$ cat src/rtl/seq_sub_pkg.sv
// rtl/seq_sub_pkg.sv - shared types and constants for the sequential 64-bit subtractor
package seq_sub_pkg;

    localparam int SLICE_W = 16;

    typedef enum logic [1:0] {
        IDLE = 2'd0,
        RUN  = 2'd1,
        DONE = 2'd2
    } seq_sub_state_t;

    typedef struct packed {
        logic n;
        logic z;
        logic c;
        logic v;
    } flags_t;

endpackage

$ cat src/rtl/seq_sub_64bit_if.sv
// rtl/seq_sub_64bit_if.sv - start/busy/done operand and result bundle for seq_sub_64bit
interface seq_sub_64bit_if #(
    parameter int WIDTH = 64
);
    logic             start;
    logic [WIDTH-1:0] a;
    logic [WIDTH-1:0] b;
    logic             busy;
    logic             done;
    logic [WIDTH-1:0] diff;
    logic             negative;
    logic             zero;
    logic             carry;
    logic             overflow;

    modport master (
        output start, a, b,
        input  busy, done, diff, negative, zero, carry, overflow
    );

    modport slave (
        input  start, a, b,
        output busy, done, diff, negative, zero, carry, overflow
    );
endinterface

$ cat src/rtl/cla_16bit.sv
// rtl/cla_16bit.sv - 16-bit two-level carry-lookahead adder with group generate/propagate outputs
module cla_16bit (
    input  logic [15:0] a,
    input  logic [15:0] b,
    input  logic        cin,
    output logic [15:0] sum,
    output logic        gg,
    output logic        pg
);
    logic [15:0] g;
    logic [15:0] p;
    logic [15:0] c;
    logic [3:0]  grp_g;
    logic [3:0]  grp_p;
    logic [3:0]  grp_c;

    assign g = a & b;
    assign p = a ^ b;

    always_comb begin
        grp_g = '0;
        grp_p = '0;
        grp_c = '0;
        c     = '0;
        gg    = 1'b0;
        pg    = 1'b0;

        for (int k = 0; k < 4; k++) begin
            grp_g[k] = g[4*k+3]
                     | (p[4*k+3] & g[4*k+2])
                     | (p[4*k+3] & p[4*k+2] & g[4*k+1])
                     | (p[4*k+3] & p[4*k+2] & p[4*k+1] & g[4*k]);
            grp_p[k] = &p[4*k +: 4];
        end

        // Second lookahead level: every group carry-in straight from cin.
        grp_c[0] = cin;
        grp_c[1] = grp_g[0] | (grp_p[0] & cin);
        grp_c[2] = grp_g[1] | (grp_p[1] & grp_g[0]) | (grp_p[1] & grp_p[0] & cin);
        grp_c[3] = grp_g[2] | (grp_p[2] & grp_g[1]) | (grp_p[2] & grp_p[1] & grp_g[0])
                 | (grp_p[2] & grp_p[1] & grp_p[0] & cin);

        gg = grp_g[3] | (grp_p[3] & grp_g[2]) | (grp_p[3] & grp_p[2] & grp_g[1])
           | (grp_p[3] & grp_p[2] & grp_p[1] & grp_g[0]);
        pg = &grp_p;

        for (int k = 0; k < 4; k++) begin
            c[4*k] = grp_c[k];
            for (int j = 1; j < 4; j++) begin
                c[4*k+j] = g[4*k+j-1] | (p[4*k+j-1] & c[4*k+j-1]);
            end
        end
    end

    assign sum = p ^ c;

endmodule

$ cat src/rtl/seq_sub_64bit.sv
// rtl/seq_sub_64bit.sv - slice-serial a - b through one cla_16bit; N/Z/C/V flags under SEQ_SUB_FLAGS_EN
module seq_sub_64bit
    import seq_sub_pkg::*;
#(
    parameter int WIDTH  = 64,
    parameter int NSLICE = WIDTH / SLICE_W
) (
    input  logic           clk,
    input  logic           reset,
    seq_sub_64bit_if.slave bus
);
    localparam int IDX_W = (NSLICE > 1) ? $clog2(NSLICE) : 1;
    localparam logic [IDX_W-1:0] LAST_IDX = IDX_W'(NSLICE - 1);

    seq_sub_state_t state_q;
    seq_sub_state_t state_d;
    logic           accept;
    logic           busy;
    logic           done;

    logic [NSLICE-1:0][SLICE_W-1:0] a_q;
    logic [NSLICE-1:0][SLICE_W-1:0] nb_q;
    logic [NSLICE-1:0][SLICE_W-1:0] diff_q;
    logic [IDX_W-1:0]               idx_q;
    logic                           carry_q;

    logic [SLICE_W-1:0] sum;
    logic               gg;
    logic               pg;
    logic               carry_nx;
    logic               last_slice;
    flags_t             flags_q;

    always_ff @(posedge clk or posedge reset) begin
        if (reset) begin
            state_q <= IDLE;
        end else begin
            state_q <= state_d;
        end
    end

    // DONE accepts a new start just like IDLE so back-to-back ops have no bubble.
    always_comb begin
        state_d = state_q;
        accept  = 1'b0;
        busy    = 1'b0;
        done    = 1'b0;
        case (state_q)
            IDLE: begin
                if (bus.start) begin
                    accept  = 1'b1;
                    state_d = RUN;
                end
            end
            RUN: begin
                busy = 1'b1;
                if (idx_q == LAST_IDX) begin
                    state_d = DONE;
                end
            end
            DONE: begin
                done    = 1'b1;
                state_d = IDLE;
                if (bus.start) begin
                    accept  = 1'b1;
                    state_d = RUN;
                end
            end
            default: state_d = IDLE;
        endcase
    end

    cla_16bit u_cla (
        .a   (a_q[idx_q]),
        .b   (nb_q[idx_q]),
        .cin (carry_q),
        .sum (sum),
        .gg  (gg),
        .pg  (pg)
    );

    assign carry_nx   = gg | (pg & carry_q);
    assign last_slice = (state_q == RUN) && (idx_q == LAST_IDX);

    // Subtraction as a + ~b + 1: invert b at capture, seed the carry with 1.
    always_ff @(posedge clk or posedge reset) begin
        if (reset) begin
            a_q     <= '0;
            nb_q    <= '0;
            diff_q  <= '0;
            idx_q   <= '0;
            carry_q <= 1'b0;
        end else if (accept) begin
            a_q     <= bus.a;
            nb_q    <= ~bus.b;
            idx_q   <= '0;
            carry_q <= 1'b1;
        end else if (state_q == RUN) begin
            diff_q[idx_q] <= sum;
            carry_q       <= carry_nx;
            idx_q         <= idx_q + 1'b1;
        end
    end

`ifdef SEQ_SUB_FLAGS_EN
    logic zero_acc_q;
    logic sum_zero;
    logic a_msb;
    logic b_msb;

    assign sum_zero = (sum == '0);
    assign a_msb    = a_q[NSLICE-1][SLICE_W-1];
    assign b_msb    = ~nb_q[NSLICE-1][SLICE_W-1];

    // Flags latch on the final slice edge so they are valid alongside done.
    always_ff @(posedge clk or posedge reset) begin
        if (reset) begin
            zero_acc_q <= 1'b0;
            flags_q    <= '0;
        end else if (accept) begin
            zero_acc_q <= 1'b1;
        end else if (state_q == RUN) begin
            zero_acc_q <= zero_acc_q & sum_zero;
            if (last_slice) begin
                flags_q.n <= sum[SLICE_W-1];
                flags_q.z <= zero_acc_q & sum_zero;
                flags_q.c <= carry_nx;
                flags_q.v <= (a_msb != b_msb) & (sum[SLICE_W-1] != a_msb);
            end
        end
    end
`else
    logic unused_last;
    assign unused_last = last_slice;
    assign flags_q     = '0;
`endif

    assign bus.busy     = busy;
    assign bus.done     = done;
    assign bus.diff     = diff_q;
    assign bus.negative = flags_q.n;
    assign bus.zero     = flags_q.z;
    assign bus.carry    = flags_q.c;
    assign bus.overflow = flags_q.v;

endmodule

$ cat src/flat_wrapper.sv
// flat-port wrapper written by rule: the top's interface ports become plain ports
module seq_sub_64bit_flat import seq_sub_pkg::*;
#(
    parameter int WIDTH  = 64,
    parameter int NSLICE = WIDTH / SLICE_W
)
  (clk, reset, bus_start, bus_a, bus_b, bus_busy, bus_done, bus_diff, bus_negative, bus_zero, bus_carry, bus_overflow);
  seq_sub_64bit_if #(.WIDTH(WIDTH)) bus_i ();
  input  logic clk;
  input  logic reset;
  input wire logic [$bits(bus_i.start)-1:0] bus_start;
  input wire logic [$bits(bus_i.a)-1:0] bus_a;
  input wire logic [$bits(bus_i.b)-1:0] bus_b;
  output wire logic [$bits(bus_i.busy)-1:0] bus_busy;
  output wire logic [$bits(bus_i.done)-1:0] bus_done;
  output wire logic [$bits(bus_i.diff)-1:0] bus_diff;
  output wire logic [$bits(bus_i.negative)-1:0] bus_negative;
  output wire logic [$bits(bus_i.zero)-1:0] bus_zero;
  output wire logic [$bits(bus_i.carry)-1:0] bus_carry;
  output wire logic [$bits(bus_i.overflow)-1:0] bus_overflow;
  assign bus_i.start = bus_start;
  assign bus_i.a = bus_a;
  assign bus_i.b = bus_b;
  assign bus_busy = bus_i.busy;
  assign bus_done = bus_i.done;
  assign bus_diff = bus_i.diff;
  assign bus_negative = bus_i.negative;
  assign bus_zero = bus_i.zero;
  assign bus_carry = bus_i.carry;
  assign bus_overflow = bus_i.overflow;
  seq_sub_64bit #(.WIDTH(WIDTH), .NSLICE(NSLICE)) u_core (.clk(clk), .reset(reset), .bus(bus_i));
endmodule
$ cat config.mk
export PLATFORM = sky130hd
export DESIGN_NAME = seq_sub_64bit_flat
export DESIGN_NICKNAME = d
export VERILOG_FILES = /design/src/rtl/seq_sub_pkg.sv /design/src/rtl/seq_sub_64bit_if.sv /design/src/rtl/cla_16bit.sv /design/src/rtl/seq_sub_64bit.sv /design/src/flat_wrapper.sv
export SDC_FILE = /design/constraint.sdc
export NUM_CORES = 1
export LEC_CHECK = 0
export ABC_AREA = 1
export CAP_MARGIN = 20
export CORE_ASPECT_RATIO = 0.5
export CORE_MARGIN = 2
export CORE_UTILIZATION = 40
export DETAILED_ROUTE_END_ITERATION = 8
export GPL_TIMING_DRIVEN = 0
export PLACE_DENSITY = 0.68
export SYNTH_ARGS = -nofsm -noshare
export SYNTH_HDL_FRONTEND = slang
export SYNTH_SLANG_ARGS = --single-unit
$ cat constraint.sdc
create_clock -name clk -period 6.72 [get_ports clk]
set_input_delay 1.344 -clock clk [delete_from_list [all_inputs] [get_ports clk]]
set_output_delay 1.344 -clock clk [all_outputs]
set_load 0.02 [all_outputs]
# == Word-level counts from Yosys, hierarchy flattened ==
# Cells that the tools add are included.
# classes
n_addsub,1
n_lt_le_gt_ge,2
eq_ne,5
n_mux,19
bitwise,86
n_reduce_logical,11
# ops
cell,count
binary-select mux 16 bit (select 2 bit),2
bitwise mux 64 bit,1
inverter 64 bit,1
two-way mux 16 bit,3
AND 1 bit,47
bitwise OR 1 bit,34
demux 16 bit (select 2 bit),1
bitwise XOR 16 bit,2
AND 16 bit,1
AND reduction 16 bit,1
AND reduction 4 bit,4
two-way mux 2 bit,4
two-way mux 1 bit,7
one-hot mux 2 bit (3 select lines),1
"== test 2 bit, second input constant",2
"inequality test 2 bit, second input constant",2
AND reduction 2 bit,2
"< comparator 2 x 3 -> 1 bit, second input constant",1
"adder 2 x 1 -> 2 bit, second input constant",1
"== test 2 x 1 -> 1 bit, second input constant",1
"greater-or-equal comparator 2 x 1 -> 1 bit, second input constant",1
zero test 2 bit,1
nonzero test 2 bit,1
OR reduction 2 bit,1
other kinds (2),2
# word_totals
reg_bits,197
in_bits,131
out_inout_bits,70
elab_cells,139

# == Depth between registers and ports, before layout ==
# Gate-level depths: netlist of the first run.
# depth
depth_word,19
ltp_mapped,20
mapped_depth_nobuf,19

# == Modules after synthesis ==
# A second synthesis of the first run with hierarchy kept.
# hier_totals
cells_unflattened,1173
hier_area_um2,9472.8
# by_module_without_submodules
module,instances,cells_each,area_each_um2,seq_area_each_um2
seq_sub_64bit,1,1073,8694.6,4929.7
cla_16bit,1,100,778.2,0.0

# == Least setup slack after synthesis of the first run ==
# OpenSTA, ideal clock, no wires.
# synth_path
path_type,register to register
start,register u_core.idx_q[0]
end,"register u_core.diff_q, in the netlist u_core.bus.diff[15]"
setup_ns,0.065
t_arrival_ns,3.630
required_ns,6.655
path_slack_ns,3.025
stages_incl_launch_ff,21
n_path_buf,2
synth_period_minus_slack_ns,3.695
path_cell_list,dfrtp_1 > buf_2 > inv_2 > clkbuf_1 > o21ai_0 > o22ai_1 > ha_1 > inv_1 > nor2_1 > nand2_1 > nand2_1 > nand2_1 > nand2_1 > nand2_1 > nand3_1 > fa_1 > fa_1 > fa_1 > xor2_1 > nand2_1 > nand2_1
# synth_between
elab_chain_len,19
word_cells_on_any_way,54
classes_between,2 x order compare; 7 x mux; 41 x bitwise; 4 x reduce/logical
# synth_rtl
item,line,text
start: declaration,seq_sub_64bit.sv:24,logic [IDX_W-1:0] idx_q;
start signal: assignment,seq_sub_64bit.sv:101,idx_q <= idx_q + 1'b1;
binary-select mux 16 bit (select 2 bit) (on tied branches),"seq_sub_64bit.sv:74, seq_sub_64bit.sv:75",
two-way mux 16 bit (on tied branches),"seq_sub_64bit.sv:74, seq_sub_64bit.sv:75",
bitwise XOR 16 bit / AND 16 bit (equally long branches),"cla_16bit.sv:18, cla_16bit.sv:17",
AND 1 bit (on tied branches),"cla_16bit.sv:30, cla_16bit.sv:31, cla_16bit.sv:32",
"bitwise OR 1 bit, or another cell as far along",cla_16bit.sv:30,| (p[4*k+3] & g[4*k+2])
bitwise OR 1 bit / AND 1 bit (equally long branches),"cla_16bit.sv:31, cla_16bit.sv:32",
bitwise OR 1 bit,cla_16bit.sv:32,| (p[4*k+3] & p[4*k+2] & p[4*k+1] & g[4*k]);
AND 1 bit,cla_16bit.sv:40,grp_c[3] = grp_g[2] | (grp_p[2] & grp_g[1]) | (grp_p[2] & grp_p[1] & grp_g[0])
(+3 left out),-,
AND 1 bit,cla_16bit.sv:50,c[4*k+j] = g[4*k+j-1] | (p[4*k+j-1] & c[4*k+j-1]);
bitwise OR 1 bit,cla_16bit.sv:50,
AND 1 bit,cla_16bit.sv:50,
bitwise OR 1 bit,cla_16bit.sv:50,
AND 1 bit,cla_16bit.sv:50,
bitwise OR 1 bit,cla_16bit.sv:50,
bitwise XOR 16 bit,cla_16bit.sv:55,assign sum = p ^ c;
bitwise mux 64 bit *,seq_sub_64bit.sv:99,diff_q[idx_q] <= sum;
end signal: indexed assignment,seq_sub_64bit.sv:99,
end: declaration,seq_sub_64bit.sv:23,logic [NSLICE-1:0][SLICE_W-1:0] diff_q;
# Mark *: on every way between the ends. The rest lies on a longest branch, timed or not. The select of a mux whose other input is x is not followed.
# A chain may end at the register's enable or synchronous reset.

# == Final worst setup path of the first run ==
# layout_path
start,register u_core.idx_q[0]
end,"register u_core.diff_q, in the netlist u_core.bus.diff[63]"
# Same word-level chain as after synthesis.

==> flow_metrics.tcl, run 1 <==
set metrics [dict create \
    drc 0 \
    drive_above_1_share_pct 13.6 \
    pwr_density_cell_mw_per_mm2 614 \
    worst-r2r-cell-count 20 \
    grt_usage_pct 23.0 \
    syn-cell-area_mm2 0.00922 \
    hpwl_mm 20.4 \
    synth_top_family_by_area "compound AO/OA/AOI/OAI gates" \
    status "finished clean" \
    total_power_mw 7.48 \
    holdPathEnd "u_core.bus.diff[42]$_DFFE_PP0P_" \
    numCtsBuffers 17 \
    reg2reg_to "u_core.bus.diff[63]$_DFFE_PP0P_" \
    muxShareOfSynthArea_pct 9.57 \
    synth_area_leaders "dfrtp_1 (53%), mux2_4 (9.0%), nand2_1 (8.5%), o21ai_0 (4.4%), o21ai_1 (4.2%)" \
    maxSlewHeadroom_pct 48.5 \
    drtPass1Iterations 5 \
    ir_drop_uv 261 \
    hold_path_class "reg -> reg" \
    wl_per_cell_um 18.9 \
    die_h_um 111 \
    die-width_um 219 \
    p_sw_share_pct 46.4 \
    postCtsSetupBuffers 0 \
    vias 7337 \
    core_mm2 0.0227 \
    synthCells 899 \
    pre_cts_slack_ns 1.87 \
    path_delay_family "adder cells" \
    gp_congestion 0.890 \
    die_area_mm2 0.0244 \
    first_global_vias 7588 \
    critPathMaxFanout 10 \
    hold_path_depth 2 \
    start_util_pct 40.5 \
    synth-compound-area-share_pct 12.4 \
    clkTransAtPathRegs_ns 0.08 \
    rsz0062_at_grt "no" \
    cts_tree "built" \
    crit_type "reg -> reg" \
    clk_path_buf_depth 2 \
    post_layout_nonfiller_instances 1437 \
    yosys_warnings 0 \
    hp-start "u_core.bus.diff[42]$_DFFE_PP0P_" \
    crit_path_cell_trace "buf_2, inv_2, clkbuf_1, o21ai_0, o22ai_1, ha_1, inv_1, nor2_1, nand2_1, nand2_1, nand2_1, nand2_1, nand2_1, nand3_1, fa_1, fa_1, fa_1, xor2_1, nand2_1, nand2_1" \
    seq_area_mm2 0.00493 \
    intPower_mw 4.01 \
    cp.arrival_ns 5.30 \
    r2r_slack_ns 1.80 \
    ctsHoldBuffers 0 \
    min_period_ns 4.92 \
    final_common_cell "nand2_1" \
    setup_viol 0 \
    grt-ovfl-total 0 \
    syn_avg_cell_area_um2 10.3 \
    crit_slowest_cell "clkbuf_1" \
    clkLatencyLatePin_ns 0.44 \
    power_frac_seq_pct 28.8 \
    synthAdderAreaFrac_pct 5.32 \
    setup_tns_ns 0 \
    synth-seq-area-share_pct 53.5 \
    rows 39 \
    layout_common_cells "nand2_1 (209), dfrtp_1 (197), clkdlybuf4s50_1 (196)" \
    worstReg2RegStart "u_core.idx_q[0]$_DFFE_PP0P_" \
    viasPerCell 5.11 \
    diodes 0 \
    cp.required_ns 7.10 \
    cts_max_level 4 \
    synth_cell_types 28 \
    synth_xor_area_share_pct 0.380 \
    drtIter0Drc 619 \
    worst_slew_pin_slew_ns 0.773 \
    ioPinCount 201 \
    antenna_left 0 \
    area_growth_pct 32.1 \
    nNetsFinal 1281 \
    cp_common_cell "nand2_1" \
    final_max_slew_viol_count 0 \
    detail_route.wirelength_mm 27.1 \
    fill_cells 2050 \
    numPortBuffers 196 \
    dp_cells 1406 \
    antenna_found_initial 0 \
    grt_pass1_wl_mm 42.4 \
    p_leak_nw 5.69 \
    netlist.area_leader.share_pct 53.5 \
    clock-sinks 197 \
    max_freq_ghz 0.203 \
    pwr-share-clk_pct 13.4 \
    grt_start_max_net_pins 133 \
    synth_seq_cells 197 \
    p_sw_mw 3.47 \
    critPathCaptureType "flip-flop" \
    synth-simple-area-share_pct 11.9 \
    timing.hold.ws_ns 0.485 \
    maxCapViolations 0 \
    min_period_over_period_pct 73.2 \
    path_buf_inv 4 \
    skew_ns 0.0123 \
    p_comb_share_pct 57.8 \
    post-route-worst-setup-slack_ns 1.80 \
    hold_viol 0 \
    cts_resized 0 \
    yosysTopAreaCell "dfrtp_1" \
    root_buffer "clkbuf_16" \
    crit_path_start_kind "flip-flop" \
    slowest_delay_ns 0.56 \
    multi_input_area_mm2 0.00366 \
]
-- metrics by stage --
step | utilization (%) | cell area (um^2)
3_3_place_gp | 50.9 | 11600
3_5_place_dp | 51.1 | 11600
2_1_floorplan | - | 9230
5_1_grt | 53.5 | 12200
6_report | 53.5 | 12200
4_1_cts | 53.5 | 12200
-- power by group through the flow --
stage,logic (mW),clock network [mW],registers [mW]
floorplan,2.51,0,2.25
detailed placement,4.31,0,2.15
CTS,4.34,1.02,2.14
global route,4.78,1.07,2.20
finish,4.33,1.00,2.15
global placement,4.19,0,2.14
-- Yosys cell counts --
cell,count
nand2_1,209
nor3b_1,1
o22ai_1,24
nand3_1,5
o21ai_1,77
nor2_1,66
buf_8,1
nand2_2,5
mux2_2,5
o21ai_2,6
clkbuf_1,12
inv_4,1
inv_1,45
dfrtp_1,197
buf_1,1
fa_1,12
buf_4,10
a21oi_1,15
a32oi_1,8
xnor2_1,3
xor2_1,1
mux2_4,55
o21ai_0,81
buf_2,11
buf_6,23
inv_2,4
ha_1,20
conb_1,1
-- kinds of logic after synthesis --
logic type	count (synthesis)
buffers and inverters	108
multiplexers	60
other	1
AND/OR/NAND/NOR	286
adder cells (fa/ha/maj)	32
XOR/XNOR	4
flip-flops	197
AO/OA/AOI/OAI	211
-- registers in the layout, indices dropped and copies added (netlist names) --
| signal | count |
|---|---|
| u_core.nb_q | 64 |
| u_core.carry_q | 1 |
| u_core.a_q | 64 |
| u_core.bus.diff | 64 |
| u_core.idx_q | 2 |
| u_core.state_q | 2 |
-- worst max path at each step --
stage / depth (start not counted) / from / endpoint / slack, ns
2_1_floorplan: 1 / reset / u_core.a_q[0]$_DFFE_PP0P_ / 0.007
3_3_place_gp: 2 / reset / u_core.nb_q[32]$_DFFE_PP0P_ / -2.35
3_5_place_dp: 20 / u_core.idx_q[0]$_DFFE_PP0P_ / u_core.bus.diff[63]$_DFFE_PP0P_ / 1.87
4_1_cts: 20 / u_core.idx_q[0]$_DFFE_PP0P_ / u_core.bus.diff[63]$_DFFE_PP0P_ / 1.83
5_1_grt: 20 / u_core.idx_q[0]$_DFFE_PP0P_ / u_core.bus.diff[63]$_DFFE_PP0P_ / 1.54
6_report: 20 / u_core.idx_q[0]$_DFFE_PP0P_ / u_core.bus.diff[63]$_DFFE_PP0P_ / 1.80
-- tightest hold or removal path, stage by stage (launching register included) --
cell,delay [ns]
dfrtp_1,0.34
nand2_1,0.05
o21ai_0,0.06
-- metal layers --
layer  vias up  share of wire, %  global-route usage (%)
met3        28               6.8                    5.05
met5         -                 0                       0
met4         0               1.1                    5.72
met2       253                47                    36.5
li1       3408                 -                       -
met1      3648                45                    32.3
-- final cells by class --
class                           instances  share of cell area, %
Clock inverter                         13                   1.04
Tap cell                              307                   3.15
Inverter                               50                   1.62
Buffer                                 58                   3.72
Timing Repair Buffer                  197                   16.3
Clock buffer                           18                   3.61
Multi-Input combinational cell        597                   30.0
Sequential cell                       197                   40.5
Note: power is estimated with default switching activity, not from simulation.
==> run 2: changes to the inputs <==
--- a/config.mk
+++ b/config.mk
@@ -12,7 +12,7 @@
 export CORE_UTILIZATION = 40
 export DETAILED_ROUTE_END_ITERATION = 8
 export GPL_TIMING_DRIVEN = 0
-export PLACE_DENSITY = 0.68
+export PLACE_DENSITY = 0.65
 export SYNTH_ARGS = -nofsm -noshare
 export SYNTH_HDL_FRONTEND = slang
 export SYNTH_SLANG_ARGS = --single-unit
==> constraint.sdc (replaced) <==
create_clock -name clk -period 4.85 [get_ports clk]
set_input_delay 0.97 -clock clk [delete_from_list [all_inputs] [get_ports clk]]
set_output_delay 0.97 -clock clk [all_outputs]
set_load 0.02 [all_outputs]
==> flow_metrics.tcl, run 2 (synthesis gave the netlist of run 1 again) <==
set metrics [dict create \
    drc 0 \
    antenna_left 0 \
    final_max_slew_viol_count 0 \
    nNetsFinal 1284 \
    maxSlewHeadroom_pct 38.4 \
    r2r_slack_ns 0.27 \
    worst_slew_pin_slew_ns 0.922 \
    wl_per_cell_um 18.8 \
    numPortBuffers 196 \
    die-width_um 219 \
    hold_path_class "reg -> reg" \
    grt-ovfl-total 0 \
    hold_path_depth 2 \
    cts_tree "built" \
    drive_above_1_share_pct 14.3 \
    viasPerCell 5.07 \
    place_area_mm2 0.0117 \
    maxCapViolations 0 \
    hpwl_mm 20.7 \
    final_area_mm2 0.0122 \
    cp.arrival_ns 4.96 \
    cts_max_level 4 \
    p_leak_nw 5.73 \
    layout_common_cells "nand2_1 (209), dfrtp_1 (197), clkdlybuf4s50_1 (196)" \
    clkTransAtPathRegs_ns 0.08 \
    numCtsBuffers 17 \
    rows 39 \
    crit_path_start_kind "flip-flop" \
    post-route-worst-setup-slack_ns 0.267 \
    area_growth_pct 32.6 \
    rsz0062_at_grt "no" \
    start_util_pct 40.5 \
    status "finished clean" \
    skew_ns 0.0157 \
    final_common_cell "nand2_1" \
    timing.hold.ws_ns 0.484 \
    critPathMaxFanout 10 \
    reg2reg_to "u_core.bus.diff[31]$_DFFE_PP0P_" \
    first_global_vias 7503 \
    ir_drop_uv 408 \
    clkLatencyLatePin_ns 0.45 \
    crit_type "reg -> reg" \
    antenna_found_initial 0 \
    ioPinCount 201 \
    cp.required_ns 5.23 \
    root_buffer "clkbuf_16" \
    min_period_over_period_pct 94.5 \
    detail_route.wirelength_mm 27.1 \
    min_period_ns 4.58 \
    max_freq_ghz 0.218 \
    vias 7313 \
    postCtsSetupBuffers 0 \
    setup_viol 0 \
    post_layout_nonfiller_instances 1441 \
    critPathCaptureType "flip-flop" \
    crit_end "u_core.bus.diff[31]$_DFFE_PP0P_" \
    die_h_um 111 \
    crit_start "u_core.idx_q[0]$_DFFE_PP0P_" \
    clk_path_buf_depth 2 \
    core_mm2 0.0227 \
    pre_cts_slack_ns 0.0372 \
    die_area_mm2 0.0244 \
    drtPass1Iterations 5 \
    dp_cells 1409 \
    grt_usage_pct 23.3 \
    drtIter0Drc 779 \
    worst-r2r-cell-count 20 \
    grt_pass1_wl_mm 42.6 \
    hold_viol 0 \
    pwr_density_cell_mw_per_mm2 850 \
    diodes 0 \
    clock-sinks 197 \
    gp_congestion 0.860 \
    worstReg2RegStart "u_core.idx_q[0]$_DFFE_PP0P_" \
    grt_start_max_net_pins 45 \
]
run 2: cell types whose count changed in the layout (fill, tap and decap cells not counted), sizes merged:
cell	previous run	this run
inv	53	54
buf	47	50
clkinv	3	5
clkinvlp	6	4
run 2: where the power goes:
group	internal (mW)	switching, mW
logic	2.39	3.66
clock network	0.713	0.664
registers	2.47	0.509
run 2: critical path, stage by stage (launching register included):
cell and delay [ns]:
dfrtp_1 0.38, buf_2 0.20, buf_2 0.28, buf_2 0.34
nor2_1 0.07, o22ai_1 0.24, ha_1 0.32, nand2_1 0.10
nor2_1 0.05, nor2_1 0.08, nand2_1 0.10, nand2_1 0.07
nand2_1 0.13, nand2_1 0.12, nand3_1 0.11, fa_1 0.47
fa_1 0.47, fa_1 0.48, xor2_2 0.34, nand2_1 0.10
nand2_1 0.06
run 2: worst min-delay path by stage:
stage / from / slack (ns) / to
after floorplan: u_core.nb_q[47]$_DFFE_PP0P_ / 0.45 / u_core.nb_q[47]$_DFFE_PP0P_
after global placement: u_core.nb_q[47]$_DFFE_PP0P_ / 0.47 / u_core.nb_q[47]$_DFFE_PP0P_
after detailed placement: u_core.bus.diff[15]$_DFFE_PP0P_ / 0.47 / u_core.bus.diff[15]$_DFFE_PP0P_
after CTS: u_core.bus.diff[15]$_DFFE_PP0P_ / 0.49 / u_core.bus.diff[15]$_DFFE_PP0P_
after global routing: u_core.nb_q[10]$_DFFE_PP0P_ / 0.52 / u_core.nb_q[10]$_DFFE_PP0P_
final: u_core.bus.diff[15]$_DFFE_PP0P_ / 0.48 / u_core.bus.diff[15]$_DFFE_PP0P_
run 2: layer usage:
metal | GRT usage (%) | vias to the layer above | share of wire (%)
li1 | - | 3409 | -
met5 | 0 | - | 0
met4 | 6.13 | 0 | 1.5
met3 | 4.56 | 39 | 6.7
met1 | 33.5 | 3603 | 46
met2 | 36.2 | 262 | 46
run 2: layout make-up:
class	count	area (um^2)
Timing Repair Buffer	200	2040
Multi-Input combinational cell	597	3660
Clock inverter	14	125
Clock buffer	18	429
Fill cell	2055	10500
Inverter	50	194
Tap cell	307	384
Sequential cell	197	4930
Buffer	58	458
run 2: what timing repair did:
action	CTS	global route
gates resized for setup	0	9
endpoints found under the setup margin	0	8
hold buffers	0	0
run 2: stage by stage:
stage	utilization [%]	power (mW)	setup TNS, ns
detailed placement	51.3	8.96	0
global placement	50.9	8.79	-28.69
CTS	53.7	10.3	0
floorplan	-	6.60	0
finish	53.8	10.4	0
global route	53.8	11.1	0
